`src/rtl/mem_initiator_pkg.sv`:
```
// Shared types and helpers for the hart-side load/store initiator.
//   XLEN                  : machine word width in bits
//   write_width_t         : byte / halfword / word access size (also the RAM write width)
//   mem_initiator_state_t : initiator sequencing states
//   size_bytes()          : number of bytes covered by an access size
//   is_misaligned()       : natural-alignment check for an access size and address LSBs
package mem_initiator_pkg;

   localparam int unsigned XLEN = 32;

   typedef enum logic [1:0] {
      write_byte = 2'd0,
      write_half = 2'd1,
      write_word = 2'd2
   } write_width_t;

   typedef enum logic [1:0] {
      StIdle,
      StIssue,
      StWait,
      StResp
   } mem_initiator_state_t;

   function automatic logic [2:0] size_bytes(input write_width_t width);
      case (width)
         write_byte: size_bytes = 3'd1;
         write_half: size_bytes = 3'd2;
         default:    size_bytes = 3'd4;
      endcase
   endfunction

   // Byte accesses are always aligned.
   function automatic logic is_misaligned(input write_width_t width, input logic [1:0] lsb);
      case (width)
         write_half: is_misaligned = lsb[0];
         write_word: is_misaligned = (lsb != 2'b00);
         default:    is_misaligned = 1'b0;
      endcase
   endfunction

endpackage

```
`src/rtl/mem_initiator_load_extend.sv`:
```
// Combinational load-result extender.
//   raw      in  XLEN  raw data, right-justified (already shifted by the byte offset)
//   size     in  write_width_t  byte / halfword / word
//   zero_ext in  1     1 = zero-extend, 0 = sign-extend
//   result   out XLEN  extended value
module load_extend
   import mem_initiator_pkg::*;
(
   input  logic [XLEN-1:0] raw,
   input  write_width_t    size,
   input  logic            zero_ext,
   output logic [XLEN-1:0] result
);

   always_comb begin
      result = raw;
      case (size)
         write_byte: begin
            result = zero_ext ? {{(XLEN-8){1'b0}}, raw[7:0]}
                              : {{(XLEN-8){raw[7]}}, raw[7:0]};
         end
         write_half: begin
            result = zero_ext ? {{(XLEN-16){1'b0}}, raw[15:0]}
                              : {{(XLEN-16){raw[15]}}, raw[15:0]};
         end
         default: result = raw;
      endcase
   end

endmodule

```
`src/rtl/mem_initiator.sv`:
```
// Hart-side load/store initiator driving a byte-enabled word RAM with 1-cycle read latency.
// Accepts one request over valid/ready, sequences the RAM port, extends load data and
// returns a one-cycle response pulse. Misaligned accesses fault unless the build defines
// MISALIGNED_SPLIT_EN, in which case they run as sequential byte accesses.
//   clock, reset             : rising-edge clock, synchronous active-high reset
//   req_valid/req_ready      : request handshake
//   req_store, req_addr, req_size, req_unsigned, req_wdata : request fields
//   resp_valid, resp_rdata, resp_fault : registered completion pulse and result
//   mem_addr, mem_wwidth, mem_wenable, mem_wdata, mem_rdata : RAM port
module mem_initiator
   import mem_initiator_pkg::*;
#(
   parameter int unsigned ADDR_W     = XLEN,
   parameter bit          IDLE_READY = 1'b1
) (
   input  logic            clock,
   input  logic            reset,
   input  logic            req_valid,
   output logic            req_ready,
   input  logic            req_store,
   input  logic [XLEN-1:0] req_addr,
   input  write_width_t    req_size,
   input  logic            req_unsigned,
   input  logic [XLEN-1:0] req_wdata,
   output logic            resp_valid,
   output logic [XLEN-1:0] resp_rdata,
   output logic            resp_fault,
   output logic [XLEN-1:0] mem_addr,
   output write_width_t    mem_wwidth,
   output logic            mem_wenable,
   output logic [XLEN-1:0] mem_wdata,
   input  logic [XLEN-1:0] mem_rdata
);

`ifdef MISALIGNED_SPLIT_EN
   localparam bit SplitEn = 1'b1;
`else
   localparam bit SplitEn = 1'b0;
`endif

   // Bits above ADDR_W are never presented to the RAM.
   localparam logic [XLEN-1:0] AddrMask = (ADDR_W >= XLEN) ? {XLEN{1'b1}}
                                        : ((XLEN'(1) << ADDR_W) - XLEN'(1));

   mem_initiator_state_t state_q;
   logic                 store_q;
   logic [XLEN-1:0]      addr_q;
   write_width_t         size_q;
   logic                 unsigned_q;
   logic [XLEN-1:0]      wdata_q;
   logic                 split_q;
   logic [1:0]           idx_q;
   logic [XLEN-1:0]      asm_q;

   logic [1:0]           idx_inc;
   logic                 last_byte;
   logic                 req_misaligned;
   logic [XLEN-1:0]      asm_next;
   logic [XLEN-1:0]      ext_raw;
   logic [XLEN-1:0]      ext_data;
   logic [XLEN-1:0]      next_byte_addr;

   assign req_ready = (state_q == StIdle) && !reset && (IDLE_READY || !resp_valid);

   assign req_misaligned = is_misaligned(req_size, req_addr[1:0]);
   assign idx_inc        = idx_q + 2'd1;
   assign last_byte      = ({1'b0, idx_q} == (size_bytes(size_q) - 3'd1));
   assign next_byte_addr = (addr_q + XLEN'(idx_inc)) & AddrMask;

   // Split loads collect one byte per WAIT into the assembly register.
   always_comb begin
      asm_next = asm_q;
      asm_next[{idx_q, 3'b000} +: 8] = mem_rdata[7:0];
   end

   assign ext_raw = split_q ? asm_next : mem_rdata;

   load_extend u_load_extend (
      .raw      (ext_raw),
      .size     (size_q),
      .zero_ext (unsigned_q),
      .result   (ext_data)
   );

   always_ff @(posedge clock) begin
      if (reset) begin
         state_q     <= StIdle;
         resp_valid  <= 1'b0;
         resp_fault  <= 1'b0;
         resp_rdata  <= '0;
         mem_wenable <= 1'b0;
         mem_addr    <= '0;
         mem_wdata   <= '0;
         mem_wwidth  <= write_word;
         store_q     <= 1'b0;
         addr_q      <= '0;
         size_q      <= write_word;
         unsigned_q  <= 1'b0;
         wdata_q     <= '0;
         split_q     <= 1'b0;
         idx_q       <= '0;
         asm_q       <= '0;
      end else begin
         case (state_q)
            StIdle: begin
               resp_valid  <= 1'b0;
               resp_fault  <= 1'b0;
               mem_wenable <= 1'b0;
               if (req_valid && req_ready) begin
                  store_q    <= req_store;
                  addr_q     <= req_addr;
                  size_q     <= req_size;
                  unsigned_q <= req_unsigned;
                  wdata_q    <= req_wdata;
                  split_q    <= req_misaligned && SplitEn;
                  idx_q      <= '0;
                  asm_q      <= '0;
                  if (req_misaligned && !SplitEn) begin
                     // Fault without touching the RAM port.
                     state_q    <= StResp;
                     resp_valid <= 1'b1;
                     resp_fault <= 1'b1;
                     resp_rdata <= '0;
                  end else begin
                     state_q     <= StIssue;
                     mem_addr    <= req_addr & AddrMask;
                     mem_wenable <= req_store;
                     if (req_misaligned) begin
                        mem_wwidth <= write_byte;
                        mem_wdata  <= {{(XLEN-8){1'b0}}, req_wdata[7:0]};
                     end else begin
                        mem_wwidth <= req_size;
                        mem_wdata  <= req_wdata;
                     end
                  end
               end
            end

            StIssue: begin
               mem_wenable <= 1'b0;
               if (store_q) begin
                  if (split_q && !last_byte) begin
                     idx_q       <= idx_inc;
                     mem_addr    <= next_byte_addr;
                     mem_wdata   <= {{(XLEN-8){1'b0}}, wdata_q[{idx_inc, 3'b000} +: 8]};
                     mem_wenable <= 1'b1;
                  end else begin
                     state_q    <= StResp;
                     resp_valid <= 1'b1;
                     resp_fault <= 1'b0;
                     resp_rdata <= '0;
                  end
               end else begin
                  state_q <= StWait;
               end
            end

            StWait: begin
               if (split_q) begin
                  asm_q <= asm_next;
                  if (!last_byte) begin
                     idx_q    <= idx_inc;
                     mem_addr <= next_byte_addr;
                     state_q  <= StIssue;
                  end else begin
                     state_q    <= StResp;
                     resp_valid <= 1'b1;
                     resp_fault <= 1'b0;
                     resp_rdata <= ext_data;
                  end
               end else begin
                  state_q    <= StResp;
                  resp_valid <= 1'b1;
                  resp_fault <= 1'b0;
                  resp_rdata <= ext_data;
               end
            end

            StResp: begin
               resp_valid <= 1'b0;
               resp_fault <= 1'b0;
               state_q    <= StIdle;
            end

            default: state_q <= StIdle;
         endcase
      end
   end

endmodule

```
`config.mk`:
```
export PLATFORM = sky130hd
export DESIGN_NAME = mem_initiator
export DESIGN_NICKNAME = d
export VERILOG_FILES = /design/src/rtl/mem_initiator_pkg.sv /design/src/rtl/mem_initiator_load_extend.sv /design/src/rtl/mem_initiator.sv
export SDC_FILE = /design/constraint.sdc
export NUM_CORES = 1
export LEC_CHECK = 0
export BUFFER_PORTS_ARGS = -buffer_cell sky130_fd_sc_hd__buf_2
export CAP_MARGIN = 0
export CORE_AREA = 2 2 110 112
export DETAILED_ROUTE_END_ITERATION = 8
export DIE_AREA = 0 0 112 114
export PLACE_DENSITY = 0.75
export SLEW_MARGIN = 20
export SYNTH_ARGS = -nofsm -noshare
export SYNTH_HDL_FRONTEND = slang
export SYNTH_SLANG_ARGS = --single-unit
```
`constraint.sdc`:
```
create_clock -name clock -period 4.2 [get_ports clock]
set_input_delay 0.84 -clock clock [delete_from_list [all_inputs] [get_ports clock]]
set_output_delay 0.84 -clock clock [all_outputs]
set_load 0.05 [all_outputs]
```
==> results of run 1 <==
-- cell families (layout without fill, tap and decap cells) --
| logic type | Yosys count | count (layout) | synth area share |
|---|---|---|---|
| fa+ha+maj | 7 | 7 | 0.0194 |
| mux | 34 | 34 | 0.0755 |
| buf+inv | 59 | 235 | 0.0561 |
| compound gates | 178 | 178 | 0.224 |
| flops | 107 | 107 | 0.475 |
| simple gates | 147 | 147 | 0.150 |
-- per-stage QoR --
step	worst slack, ns	cell area (um2)
final	1.45	5860
after global routing	1.13	5860
after CTS	1.40	5860
after detailed placement	1.37	5580
after global placement	1.41	5580
after floorplan	1.64	4510
-- synthesized netlist by cell type, drive strengths merged (2+ instances only) --
| cell | instances | area [um2] |
|---|---|---|
| nor3b | 2 | 15.0 |
| buf | 11 | 72.6 |
| nand4 | 16 | 100 |
| nor2 | 3 | 11.3 |
| o21ai | 77 | 385 |
| a21oi | 73 | 377 |
| dfxtp | 107 | 2140 |
| clkbuf | 41 | 154 |
| o211ai | 2 | 15.0 |
| inv | 7 | 26.3 |
| ha | 7 | 87.6 |
| mux2i | 34 | 340 |
| a211oi | 3 | 27.5 |
| or3 | 2 | 12.5 |
| nand2b | 3 | 18.8 |
| nand2 | 81 | 304 |
| o2111ai | 16 | 140 |
| nand3 | 36 | 180 |
-- power by group through the flow --
stage	sequential (uW)	combinational (uW)	clock, uW
after global placement	1360	2020	0
after floorplan	2050	908	0
final	1350	2010	801
after global routing	1370	2160	863
after CTS	1350	2030	822
after detailed placement	1370	2020	0
-- worst max-delay path, delay by kind of cell --
family,cells,cell delay [ns]
AND/OR/NAND/NOR,1,0.07
buffers and inverters,3,0.98
-- registers in the layout, indices dropped and copies added (netlist names), 2 cells and up --
name / cells
mem_addr: 32
resp_rdata: 32
state_q: 2
mem_wwidth: 2
size_q: 2
mem_wdata: 32
-- path summary, 6_finish.rpt --
kind | start | endpoint | slack [ns] | cells after the start
worst max-delay path | reset | req_ready | 1.45 | 4
worst min-delay path | mem_addr[9]$_SDFFE_PP0P_ | mem_addr[9]$_SDFFE_PP0P_ | 0.46 | 2
worst max register to register | state_q[0]$_SDFFE_PP0N_ | mem_wdata[16]$_SDFFE_PP0P_ | 1.46 | 6
worst min register to register | mem_addr[9]$_SDFFE_PP0P_ | mem_addr[9]$_SDFFE_PP0P_ | 0.46 | 2
-- area by class of cell --
| cell class | instances | area, um2 | area share |
|---|---|---|---|
| well taps | 147 | 184 | 0.0314 |
| repair buffers | 212 | 1090 | 0.187 |
| multi-input cells | 366 | 2130 | 0.364 |
| clock inverters | 5 | 38.8 | 0.00662 |
| inverters | 7 | 26.3 | 0.00448 |
| flip-flops and latches | 107 | 2140 | 0.366 |
| clock buffers | 11 | 243 | 0.0414 |
-- per-layer routing --
metal	up-vias	routed length, um
met5	-	0
met4	0	262
met3	21	819
met2	164	5720
met1	2013	5450
li1	2231	-
-- layout by cell type, fill, tap and decap left out, types with 3 or more instances in the layout --
| master | synthesis | layout |
|---|---|---|
| nand3_1 | 36 | 36 |
| clkinv_4 | 0 | 3 |
| o21ai_1 | 5 | 5 |
| nand4_1 | 16 | 16 |
| o21ai_0 | 72 | 72 |
| o2111ai_1 | 16 | 16 |
| nand2b_1 | 3 | 3 |
| ha_1 | 7 | 7 |
| clkbuf_16 | 0 | 9 |
| buf_4 | 0 | 7 |
| mux2i_1 | 34 | 34 |
| a21oi_1 | 72 | 71 |
| inv_1 | 7 | 6 |
| nor2_1 | 3 | 3 |
| buf_2 | 7 | 204 |
| dfxtp_1 | 107 | 107 |
| nand2_1 | 81 | 81 |
==> results.md, run 1 <==
Status:
- The flow ran to the end, and the final reports show no timing, DRC or antenna violations.

Placement:
- In this run, placement finished with an instance count of 839.
- Input and output buffers added on the ports amount to 204.
- The global placer's final weighted congestion is 0.752.
- The total half-perimeter wirelength after legalization and detailed placement is 8220 um.

Finish:
- Once layout is complete, the cells apart from fillers number 855.
- For this run, the post-layout net count is 813.
- The repair_antennas step left the layout with diodes totalling 0.
- For this run, the share of the core covered by cells in the final layout is 0.500.
- The area growth from synthesis to layout is 30.0%.
- The fraction of layout cells with a size suffix above 1 is 0.329.
- Counting the fill cells in the layout gives 1158.

GRT:
- For met1 alone, demand over resource in global routing was 0.250.
- The number of global-route vias before repair is 4033.
- met2 is the most crowded layer.
- The number of antenna violations at the first check in global routing is 0.
- The largest net degree at the start of global routing is 49.
- For this run, global-route usage on met2 was measured as 0.296.
- The global-route wire length before repair is 19600 um.
- The total global routing overflow is 0.
- Across every metal layer, demand over resource in global routing totals 0.186.
- For this run, global-route usage on met3 was measured as 0.0351.

Pwr:
- The share of total power dissipated in combinational logic is 0.484.
- The ratio of total power to cell area is 710 nW/um2.
- The share of total power dissipated in the clock network is 0.192.
- The worst-case IR drop observed on VDD is 0.000509 V.
- The analysis attributes to net switching a power of 2000 uW.
- The share of total power dissipated in sequential elements is 0.324.
- For this design the static power due to leakage is 0.00263 uW.
- The internal power of the cells is 2160 uW.
- The design draws 4160 uW.
- Of the total power, the share spent switching nets is 0.481.

Worst setup path:
- The largest single stage delay on the critical path is 0.41 ns.
- Among all stages on the critical path, the largest delay is contributed by buf_2.
- The required time of the critical path is 3.36 ns.
- Along the worst path, the maximum fanout reaches 28.
- The critical path class is in2out.
- The cell seen most often among critical-path stages is buf_2.
- Traced cell by cell, the critical path runs through buf_2 -> buf_4 -> nor2_1 -> buf_2.
- The worst setup path is captured at a primary output.
- STA puts the critical path data arrival time at 1.91 ns.
- STA classifies the critical path startpoint as a primary input.

Synthesis:
- The number of storage elements in the synthesis netlist is 107.
- The synthesized cell area is 4510 um2.
- Synthesis instantiated 34 different standard cells from the library.
- The net count of the mapped netlist is 642.
- The synthesized design contains 0 enable-type register cells.
- In this run the mean area of a mapped cell was 8.47 um2.
- The predominant post-synthesis flop cell is dfxtp_1.
- In the synthesized netlist the async set-or-reset flop fraction comes to 0.
- The number of warnings issued by yosys is 0.
- In the synthesized netlist, the number of instances is 532.
- The proportion of synthesized chip area in sequential cells is 0.475.

STA:
- The final-layout setup total negative slack is 0 ns.
- The upper clock frequency limit is 0.363 GHz.
- The slew at the pin closest to its max-slew limit is 1.07 ns.
- Setup repair after global routing left no endpoint under its margin.
- Final hold analysis gives a worst-case slack of 0.457 ns.
- The number of failing setup endpoints in the final timing report is 0.
- The fraction of the cycle the final worst path needs is 0.655.
- The total count of hold-check failures in the final report is 0.
- The worst path needs 2.75 ns of the cycle, external delays included.
- Clock skew on the completed layout was measured at 0.00594 ns.
- The max-slew headroom at the worst pin is 0.280.
- The final number of max-transition violations was 0.

Routing:
- Detailed routing inserted a total of 4429 vias.
- The wire length per cell after detailed routing is 14.3 um.
- For this run, design rule violations remaining after detail routing come to 0.
- The number of iterations in the first detailed-routing pass is 4.
- The final layout contains routed wiring with a total length of 12300 um.
- The initial DRC count is 434.
- The detail-routed via count per cell is 5.18.
- The remaining antenna violation count is 0.

Die:
- The die is 114 um tall.
- The die outline area is 12800 um2.
- In this run the core area contains 40 standard-cell rows.
- The I/O pin count is 205.
- The horizontal die dimension is 112 um.
- The area inside the core boundary is 11700 um2.
- The effective utilization at floorplan is 0.385.

Clock tree:
- After clock tree synthesis, the clock-pin slew on the worst setup and hold paths is 0.07 ns.
- The TritonCTS clock tree is built.
- In this run, post-CTS hold repair placed 0 buffers.
- The buffer depth of the longest clock path is 2.
- Clock tree synthesis inserted a total of 9 buffers.
- After clock tree synthesis, the repair step resized 0 gates.
- The tree is rooted in a clkbuf_16.
- Buffers added to address setup during post-CTS repair amount to 0.
- The clock reaches the later pin of the worst-skew pair after 0.35 ns.
- The tree built by TritonCTS fans out to 107 sinks.
- The H-tree was split into 3 levels.

Run:
- The number of violations of the max-capacitance limit is 0.

Worst hold path:
- The class of the tightest hold or removal check is reg2reg.
No activity file was read; power rests on OpenSTA's default activity.
==> run 2, diff against run 1 <==
--- a/config.mk
+++ b/config.mk
@@ -5,12 +5,13 @@
 export SDC_FILE = /design/constraint.sdc
 export NUM_CORES = 1
 export LEC_CHECK = 0
+export ABC_AREA = 1
 export BUFFER_PORTS_ARGS = -buffer_cell sky130_fd_sc_hd__buf_2
 export CAP_MARGIN = 0
-export CORE_AREA = 2 2 110 112
+export CORE_AREA = 2 2 113 115
 export DETAILED_ROUTE_END_ITERATION = 8
-export DIE_AREA = 0 0 112 114
-export PLACE_DENSITY = 0.75
+export DIE_AREA = 0 0 115 117
+export PLACE_DENSITY = 0.78
 export SLEW_MARGIN = 20
 export SYNTH_ARGS = -nofsm -noshare
 export SYNTH_HDL_FRONTEND = slang
==> constraint.sdc (replaced) <==
create_clock -name clock -period 2.5 [get_ports clock]
set_input_delay 0.5 -clock clock [delete_from_list [all_inputs] [get_ports clock]]
set_output_delay 0.5 -clock clock [all_outputs]
set_load 0.05 [all_outputs]
==> run 2 against run 1 <==
  * Clock skew rose by 0.0014 ns
  * Cell count is 19% higher
  * Via count up 10%
  * Critical endpoint unchanged
  * Combinational power rose to 2.6 times the previous value
  * Clock power increased by 76%
  * Sequential cell count stayed put
  * Synthesized area rose by 6.4%
  * Sequential power up 90%
  * Sequential share of layout area fell by 2.0 points
==> results.md, run 2 <==
STA:
- The final-layout setup total negative slack came to 0 ns (unchanged).
- Setup repair after global routing left no endpoint under its margin.
- The fraction of the cycle the final worst path needs is 0.835.
- The number of failing setup endpoints in the final timing report is 0 (unchanged).
- The final number of max-transition violations came to 0 (unchanged).
- The total count of hold-check failures in the final report is 0 (unchanged).
- The worst setup skew after layout is 0.00729 ns (+0.00136 ns).
- The max-slew headroom at the worst pin is 0.595 (+0.315).
- Derived from the worst setup path, the maximum achievable clock frequency is 0.479 GHz.
- Subtracting the final worst setup slack from the clock period gives 2.09 ns.
- The slew at the pin closest to its max-slew limit is 0.607 ns (-0.466 ns).

Die:
- The site row count is 41 (+2.5%).
- The die outline area is 13500 um2 (+5.4%).
- The I/O pin count is 205 (unchanged).
- The effective utilization at floorplan is 0.390 (+0.00470).
- The area inside the core boundary is 12300 um2 (+5.1%).
- The horizontal die dimension is 115 um (+2.7%).
- The height of the die was 117 um (+2.6%).

Worst setup path:
- The worst register-to-register path begins at state_q[1]$_SDFFE_PP0N_.
- The kind of launch point of the worst setup path is a register.
- The required time of the critical path is 2.00 ns (-1.36 ns).
- Tracing the worst setup path back leads to its startpoint at state_q[1]$_SDFFE_PP0N_.
- The type of element capturing the critical path is a primary output.
- The arrival time at the worst endpoint is 1.59 ns (-0.32 ns).
- The critical path is of the reg2out type.
- The maximum fanout count along the critical path is 4 (-86%).

Pwr:
- The worst ir drop on vdd was 0.000586 V (+15%).
- The standby leakage power was 0.00315 uW (+20%).
- The ratio of total power to cell area is 1480 nW/um2 (+110%).

Synthesis:
- The simple logic cell fraction of the synthesized area came to 0.375 (+0.225).
- The number of warnings issued by yosys is 0 (unchanged).
- Among all flip-flop cells after synthesis, the most frequent one is dfxtp_1.
- The average cell area after synthesis is 7.04 um2 (-17%).
- The share of the synthesized area in the top cell type is 0.447 (-0.0286).
- The post-synthesis share of cell area spent on full adders, half adders and majority gates is 0.0183 (-0.00117).
- The gate count after technology mapping is 681 (+28%).
- The proportion of synthesized flip-flops having asynchronous set or reset is 0 (unchanged).
- By area the synthesized netlist is led by dfxtp_1 45%, nand2_1 13%, nor2_1 11%.
- The number of enable-type register cells in the synthesized netlist is 0 (unchanged).
- The number of storage elements in the synthesis netlist is 107 (unchanged).
- The net count of the mapped netlist is 791 (+23%).
- The main combinational cell family by area after synthesis is simple AND/OR/NAND/NOR gates.
- Summed over all instances, the cell type with the most area after synthesis is dfxtp_1.
- nand2_1 is the most common cell in the netlist.
- The mux contribution to synthesized area was 0 (-0.0755).
- The distinct cell type count after synthesis is 25 (-26%).
- After synthesis, the most frequently instantiated cells are 163 x nand2_1, 143 x nor2_1, 107 x dfxtp_1.
- The xor/xnor cell area share of the yosys netlist was 0 (unchanged).
- The complex-gate fraction of the synthesized area is 0.0824 (-0.141).
- The synthesized cell area is 4800 um2 (+6.4%).
- The proportion of synthesized chip area in sequential cells is 0.447 (-0.0286).

GRT:
- The largest net degree at the start of global routing was 40 (-18%).
- The met2 routing resource usage after global routing is 0.308 (+0.0125).
- The number of antenna violations at the first check in global routing came to 1 (+1).
- The most used routing layer in global routing is met2.
- The total global routing overflow was 0 (unchanged).
- The met3 demand-to-capacity share in global routing is 0.0510 (+0.0159).
- The total routing usage reported by global routing was 0.191 (+0.00441).
- The global-route wire length before repair is 20800 um (+6.4%).
- The routing usage on met1 is 0.243 (-0.00694).
- The number of global-route vias before repair came to 4439 (+10%).

Clock tree:
- The buffer depth of the longest clock path is 2 (unchanged).
- The number of resized instances in the post-cts repair step came to 0 (unchanged).
- The clock root buffer is clkbuf_16.
- The number of clock sinks seen by CTS is 107 (unchanged).
- The number of hold buffers added after CTS is 0 (unchanged).
- The latest clock arrival within the worst-skew pair is 0.34 ns (about the same).
- The count of buffers added by post-CTS timing repair for setup came to 0 (unchanged).
- The maximum level of the CTS H-tree was 3 (unchanged).
- The TritonCTS buffer count is 9 (unchanged).
- The clock slew seen by the registers of the worst setup and hold paths is 0.07 ns (about the same).
- The TritonCTS clock tree is built.

Routing:
- The remaining antenna violation count is 0 (unchanged).
- The wire length per cell after detailed routing is 12.7 um (-12%).
- The number of iterations in the first detailed-routing pass was 4 (unchanged).
- The sum of routed wire length over all layers is 12900 um (+5.5%).
- The initial DRC count came to 291 (-33%).
- The number of design rule violations left after detail routing came to 0 (unchanged).
- The detail-routed via count per cell is 4.80 (-7.4%).
- The total number of vias is 4892 (+10%).

Placement:
- The global placer's final weighted congestion is 0.800 (+6.4%).
- The placed cell count is 1004 (+20%).
- The total half-perimeter wirelength after legalization and detailed placement is 9030 um (+9.9%).
- The number of input and output port buffers inserted is 204 (unchanged).

Finish:
- In the layout the commonest cells are 204 x buf_2, 163 x nand2_1, 143 x nor2_1.
- From synthesis to final layout, the design area changed by 29.4%.
- The post-route non-filler standard cell count came to 1020 (+19%).
- The fraction of layout cells with a size suffix above 1 is 0.291 (-0.0383).
- The number of diodes added for antenna fixing is 0 (unchanged).
- The final layout net count is 975 (+20%).
- The most common cell after layout, fill and taps aside is buf_2.
- The largest registers in the layout are mem_addr x32, mem_wdata x32, resp_rdata x32.
- The count of filler cells inserted in the layout is 1287 (+11%).

Worst hold path:
- The tightest min-delay check is of the in2reg type.
- The worst hold path begins at req_wdata[15].

Status:
- The flow ran to the end, and the final reports show no timing, DRC or antenna violations.

Run:
- The number of violations of the max-capacitance limit is 0 (unchanged).
[run 2: area by class of cell]
cell class	count	area, um2	area share
clock inverter	6	55.1	0.00887
timing repair buffer	219	1160	0.187
tap	150	188	0.0302
multi-input combinational	490	2280	0.368
sequential	107	2140	0.345
clock buffer	10	239	0.0385
inverter	38	143	0.0230
[run 2: logic make-up (layout without fill, tap and decap cells)]
kind of cell,after synthesis,in the layout
simple gates,407,407
flops,107,107
fa+ha+maj,7,7
buf+inv,84,273
compound gates,76,76
[run 2: stage by stage]
stage | hold slack, ns | area, um2 | util | setup slack (ns) | total power [uW]
after CTS | 0.408 | 6210 | 0.504 | 0.377 | 9270
after global placement | 0.447 | 5910 | 0.480 | 0.424 | 7760
final | 0.428 | 6210 | 0.504 | 0.413 | 9180
after detailed placement | 0.447 | 5910 | 0.480 | 0.395 | 7830
after global routing | 0.422 | 6210 | 0.504 | 0.200 | 9900
after floorplan | 0.443 | 4800 | - | 0.432 | 6780
[run 2: worst paths after layout]
path | to | slack [ns] | depth (start not counted)
setup / recovery | req_ready | 0.41 | 5
hold / removal | mem_wdata[15]$_SDFFE_PP0P_ | 0.43 | 3
setup reg to reg | mem_wdata[25]$_SDFFE_PP0P_ | 0.43 | 10
hold reg to reg | mem_wdata[29]$_SDFFE_PP0P_ | 0.46 | 2
[run 2: report_power, final]
group / switching (uW) / total, uW / internal [uW]
clock network: 617 / 1410 / 795
logic: 3890 / 5210 / 1320
registers: 284 / 2560 / 2280
[run 2: layer usage]
layer,up-vias,part of all wire
met5,-,0.00093
met4,2,0.022
met3,25,0.071
met2,162,0.46
met1,2147,0.44
li1,2556,-
[run 2: worst max-delay path, stage by stage, from the launching register on]
cell     delay, ns
dfxtp_1       0.34
inv_1         0.12
ha_1          0.30
inv_2         0.07
nor2_2        0.11
buf_2         0.30
==> run 3, diff against run 2 <==
--- a/config.mk
+++ b/config.mk
@@ -5,13 +5,13 @@
 export SDC_FILE = /design/constraint.sdc
 export NUM_CORES = 1
 export LEC_CHECK = 0
-export ABC_AREA = 1
+export ABC_AREA = 0
 export BUFFER_PORTS_ARGS = -buffer_cell sky130_fd_sc_hd__buf_2
 export CAP_MARGIN = 0
-export CORE_AREA = 2 2 113 115
+export CORE_AREA = 2 2 110 112
 export DETAILED_ROUTE_END_ITERATION = 8
-export DIE_AREA = 0 0 115 117
-export PLACE_DENSITY = 0.78
+export DIE_AREA = 0 0 112 114
+export PLACE_DENSITY = 0.75
 export SLEW_MARGIN = 20
 export SYNTH_ARGS = -nofsm -noshare
 export SYNTH_HDL_FRONTEND = slang
==> constraint.sdc (replaced) <==
create_clock -name clock -period 2.1 [get_ports clock]
set_input_delay 0.42 -clock clock [delete_from_list [all_inputs] [get_ports clock]]
set_output_delay 0.42 -clock clock [all_outputs]
set_load 0.05 [all_outputs]
==> run 3 against run 2 <==
  * Power down 4.2%
  * Combinational power down 16%
  * Die area down 5.1%
  * Hold slack worse by 0.12 ns
  * Count of clock-buffer cells in the layout unchanged
  * Clock power up 24%
  * Non-clock buffer count up 8
  * Clock skew up 0.00057 ns
  * Worst setup slack worse by 0.33 ns
==> results.md, run 3 (same netlist as run 1, synthesis figures left out) <==
Status:
- The flow ran to the end, and the final reports show no timing, DRC or antenna violations.

Routing:
- The remaining antenna violation count is 0 (unchanged).
- The wire length per cell after detailed routing is 14.1 um (+11%).
- The initial DRC count is 431 (+48%).
- The total number of vias is 4493 (-8.2%).
- The number of iterations in the first detailed-routing pass is 4 (unchanged).
- The highest metal layer with signal wires is met4.
- The sum of routed wire length over all layers is 12300 um (-4.9%).
- The number of design rule violations left after detail routing is 0 (unchanged).
- The met3 wire length is 651 um (-29%).
- The detail-routed via count per cell is 5.16 (+7.7%).
- The wire length the detailed router placed on met1 came to 5520 um (-4.0%).
- The length of routed met2 wiring is 5700 um (-4.3%).

STA:
- The final number of max-transition violations was 0 (unchanged).
- The fraction of the cycle the final worst path needs is 0.959.
- The post-layout worst setup margin is 0.0864 ns (-0.327 ns).
- The worst setup skew after layout is 0.00787 ns (+0.000575 ns).
- The total count of hold-check failures in the final report was 0 (unchanged).
- Setup repair after global routing left no endpoint under its margin.
- The number of failing setup endpoints in the final timing report is 0 (unchanged).
- The max-slew headroom at the worst pin is 0.678 (+0.0834).
- Based on the critical path, the design can be clocked at up to 0.497 GHz.
- The slew at the pin closest to its max-slew limit is 0.482 ns (-0.125 ns).
- The routed design could run at a clock period as short as 2.01 ns.
- The final-layout setup total negative slack is 0 ns (unchanged).

Clock tree:
- The count of buffers added by post-CTS timing repair for setup is 0 (unchanged).
- The tree is rooted in a clkbuf_16.
- The number of hold buffers added after CTS is 0 (unchanged).
- The maximum level of the CTS H-tree came to 3 (unchanged).
- The TritonCTS buffer count is 9 (unchanged).
- The clock slew seen by the registers of the worst setup and hold paths was 0.08 ns (about the same).
- The latest clock arrival within the worst-skew pair came to 0.35 ns (about the same).
- TritonCTS built the clock tree.
- The buffer depth of the longest clock path was 2 (unchanged).
- The number of clock sinks seen by CTS is 107 (unchanged).

Finish:
- In the layout the commonest cells are 203 x buf_2, 107 x dfxtp_1, 81 x nand2_1.
- In the final layout, the registers with the most flip-flops are mem_addr x32, mem_wdata x32, resp_rdata x32.
- The final core utilization is 0.519 (+0.0144).
- The final layout net count is 828 (-15%).
- The most common cell after layout, fill and taps aside is buf_2.
- The number of diodes added for antenna fixing is 0 (unchanged).
- The final instance area was 6070 um2 (-2.2%).
- The fraction of layout cells with a size suffix above 1 is 0.347 (+0.0564).
- The area growth from synthesis to layout is 34.7%.

GRT:
- The number of antenna violations at the first check in global routing was 0 (-1).
- The number of global-route vias before repair came to 4058 (-8.6%).
- The total global routing overflow was 0 (unchanged).
- The total routing usage reported by global routing was 0.188 (-0.00300).
- The largest net degree at the start of global routing is 78 (+95%).
- The global-route wire length before repair is 19700 um (-5.3%).

Worst setup path:
- The kind of launch point of the worst setup path is a register.
- The launch point of the worst reg-to-reg path is state_q[1]$_SDFFE_PP0N_.
- The depth of the worst register-to-register path was 7 (-3).
- Traced cell by cell, the critical path runs through inv_1 -> ha_1 -> and2b_2 -> or3_1 -> buf_4 -> o21ai_0 -> a21oi_1.
- By startpoint and endpoint, the worst setup path is classified as reg2reg.
- Grouping stages by cell kind, the critical path spends the most delay in simple AND/OR/NAND/NOR gates.
- The buffers plus inverters on the worst setup path was 2 (-1).
- The register-to-register path setup slack came to 0.09 ns (-0.34 ns).
- The cell with the largest stage delay on the worst path is dfxtp_1.
- The critical path's largest stage delay is 0.39 ns (+0.05 ns).
- The arrival time at the worst endpoint is 2.24 ns (+0.65 ns).
- The type of element capturing the critical path is a register.
- The endpoint of the lowest-slack register-to-register path is mem_wdata[30]$_SDFFE_PP0P_.
- The required time of the critical path was 2.33 ns (+0.33 ns).
- The maximum fanout count along the critical path is 32 (+28).

Pwr:
- The ratio of total power to cell area is 1450 nW/um2 (-2.0%).
- The standby leakage power is 0.00274 uW (-13%).
- The post-route total power came to 8800 uW (-4.2%).
- The worst ir drop on vdd is 0.00105 V (+80%).

Worst hold path:
- The end point of the worst hold path is mem_addr[7]$_SDFFE_PP0P_.
- The instance count along the most critical hold path is 3 (unchanged).
- The class of the tightest hold or removal check is in2reg.
- The hold path startpoint is req_addr[7].

Die:
- The I/O pin count was 205 (unchanged).
- The height of the die is 114 um (-2.6%).
- The site row count is 40 (-2.4%).
- The horizontal die dimension is 112 um (-2.6%).
- The area inside the core boundary is 11700 um2 (-4.9%).
- The die outline area was 12800 um2 (-5.1%).
- The effective utilization at floorplan was 0.385 (-0.00470).

Placement:
- The worst slack at placement came to 0.0661 ns (-0.329 ns).
- The global placer's final weighted congestion is 0.796 (-0.50%).
- The total cell area at the placement stage is 5750 um2 (-2.7%).
- The total half-perimeter wirelength after legalization and detailed placement came to 8400 um (-7.1%).
- The number of input and output port buffers inserted is 204 (unchanged).

Run:
- The number of violations of the max-capacitance limit is 0 (unchanged).
[run 3: cell types whose count changed in the layout (fill, tap and decap cells not counted), sizes merged, moves of 8 or more]
cell	change
nand4	-16
nor2	-146
o21ai	+65
buf	+8
o2111ai	+16
a21oi	+11
inv	-29
nand3b	-32
mux2i	+34
nand2	-86
nand3	+10
[run 3: tightest hold or removal path: stages]
cell and delay [ns]:
buf_2 0.09, nand2_1 0.04, mux2i_1 0.05
[run 3: area by class of cell]
cell class | count | area (um2)
sequential | 107 | 2140
tap | 147 | 184
fill | 1151 | 5640
clock buffer | 10 | 239
timing repair buffer | 227 | 1270
clock inverter | 6 | 72.6
inverter | 7 | 26.3
multi-input combinational | 366 | 2130
[run 3: timing repair]
item	CTS	global route
endpoints found under the setup margin	1	21
resized for setup	1	6
hold endpoints to repair	0	0
gates cloned	0	0
[run 3: worst max path at each step]
stage / startpoint / to / cells after the start / slack, ns
6_report: state_q[1]$_SDFFE_PP0N_ / mem_wdata[30]$_SDFFE_PP0P_ / 7 / 0.09
5_1_grt: state_q[1]$_SDFFE_PP0N_ / mem_wdata[8]$_SDFFE_PP0P_ / 7 / 0.0003
4_1_cts: state_q[0]$_SDFFE_PP0N_ / req_ready / 6 / 0.02
3_5_place_dp: state_q[1]$_SDFFE_PP0N_ / mem_wdata[30]$_SDFFE_PP0P_ / 7 / 0.07
3_3_place_gp: req_size[0] / resp_rdata[19]$_SDFFE_PP0P_ / 8 / 0.15
2_1_floorplan: state_q[0]$_SDFFE_PP0N_ / req_ready / 5 / 0.17
[run 3: through the flow]
stage               hold slack, ns  cells
finish                       0.309    870
global route                 0.296    870
CTS                          0.296    870
detailed placement           0.445    854
global placement             0.440    854
floorplan                    0.440    532
[run 3: where the power goes]
part	switching, uW	internal, uW	leakage (uW)
Combinational	3100	1280	0.00171
Clock	783	968	0.000149
Sequential	206	2460	0.000871
[run 3: routing by layer]
| layer | up-vias | global-route usage |
|---|---|---|
| li1 | 2267 | - |
| met4 | 0 | 0.0951 |
| met5 | - | 0 |
| met3 | 31 | 0.0356 |
| met2 | 142 | 0.294 |
| met1 | 2053 | 0.250 |
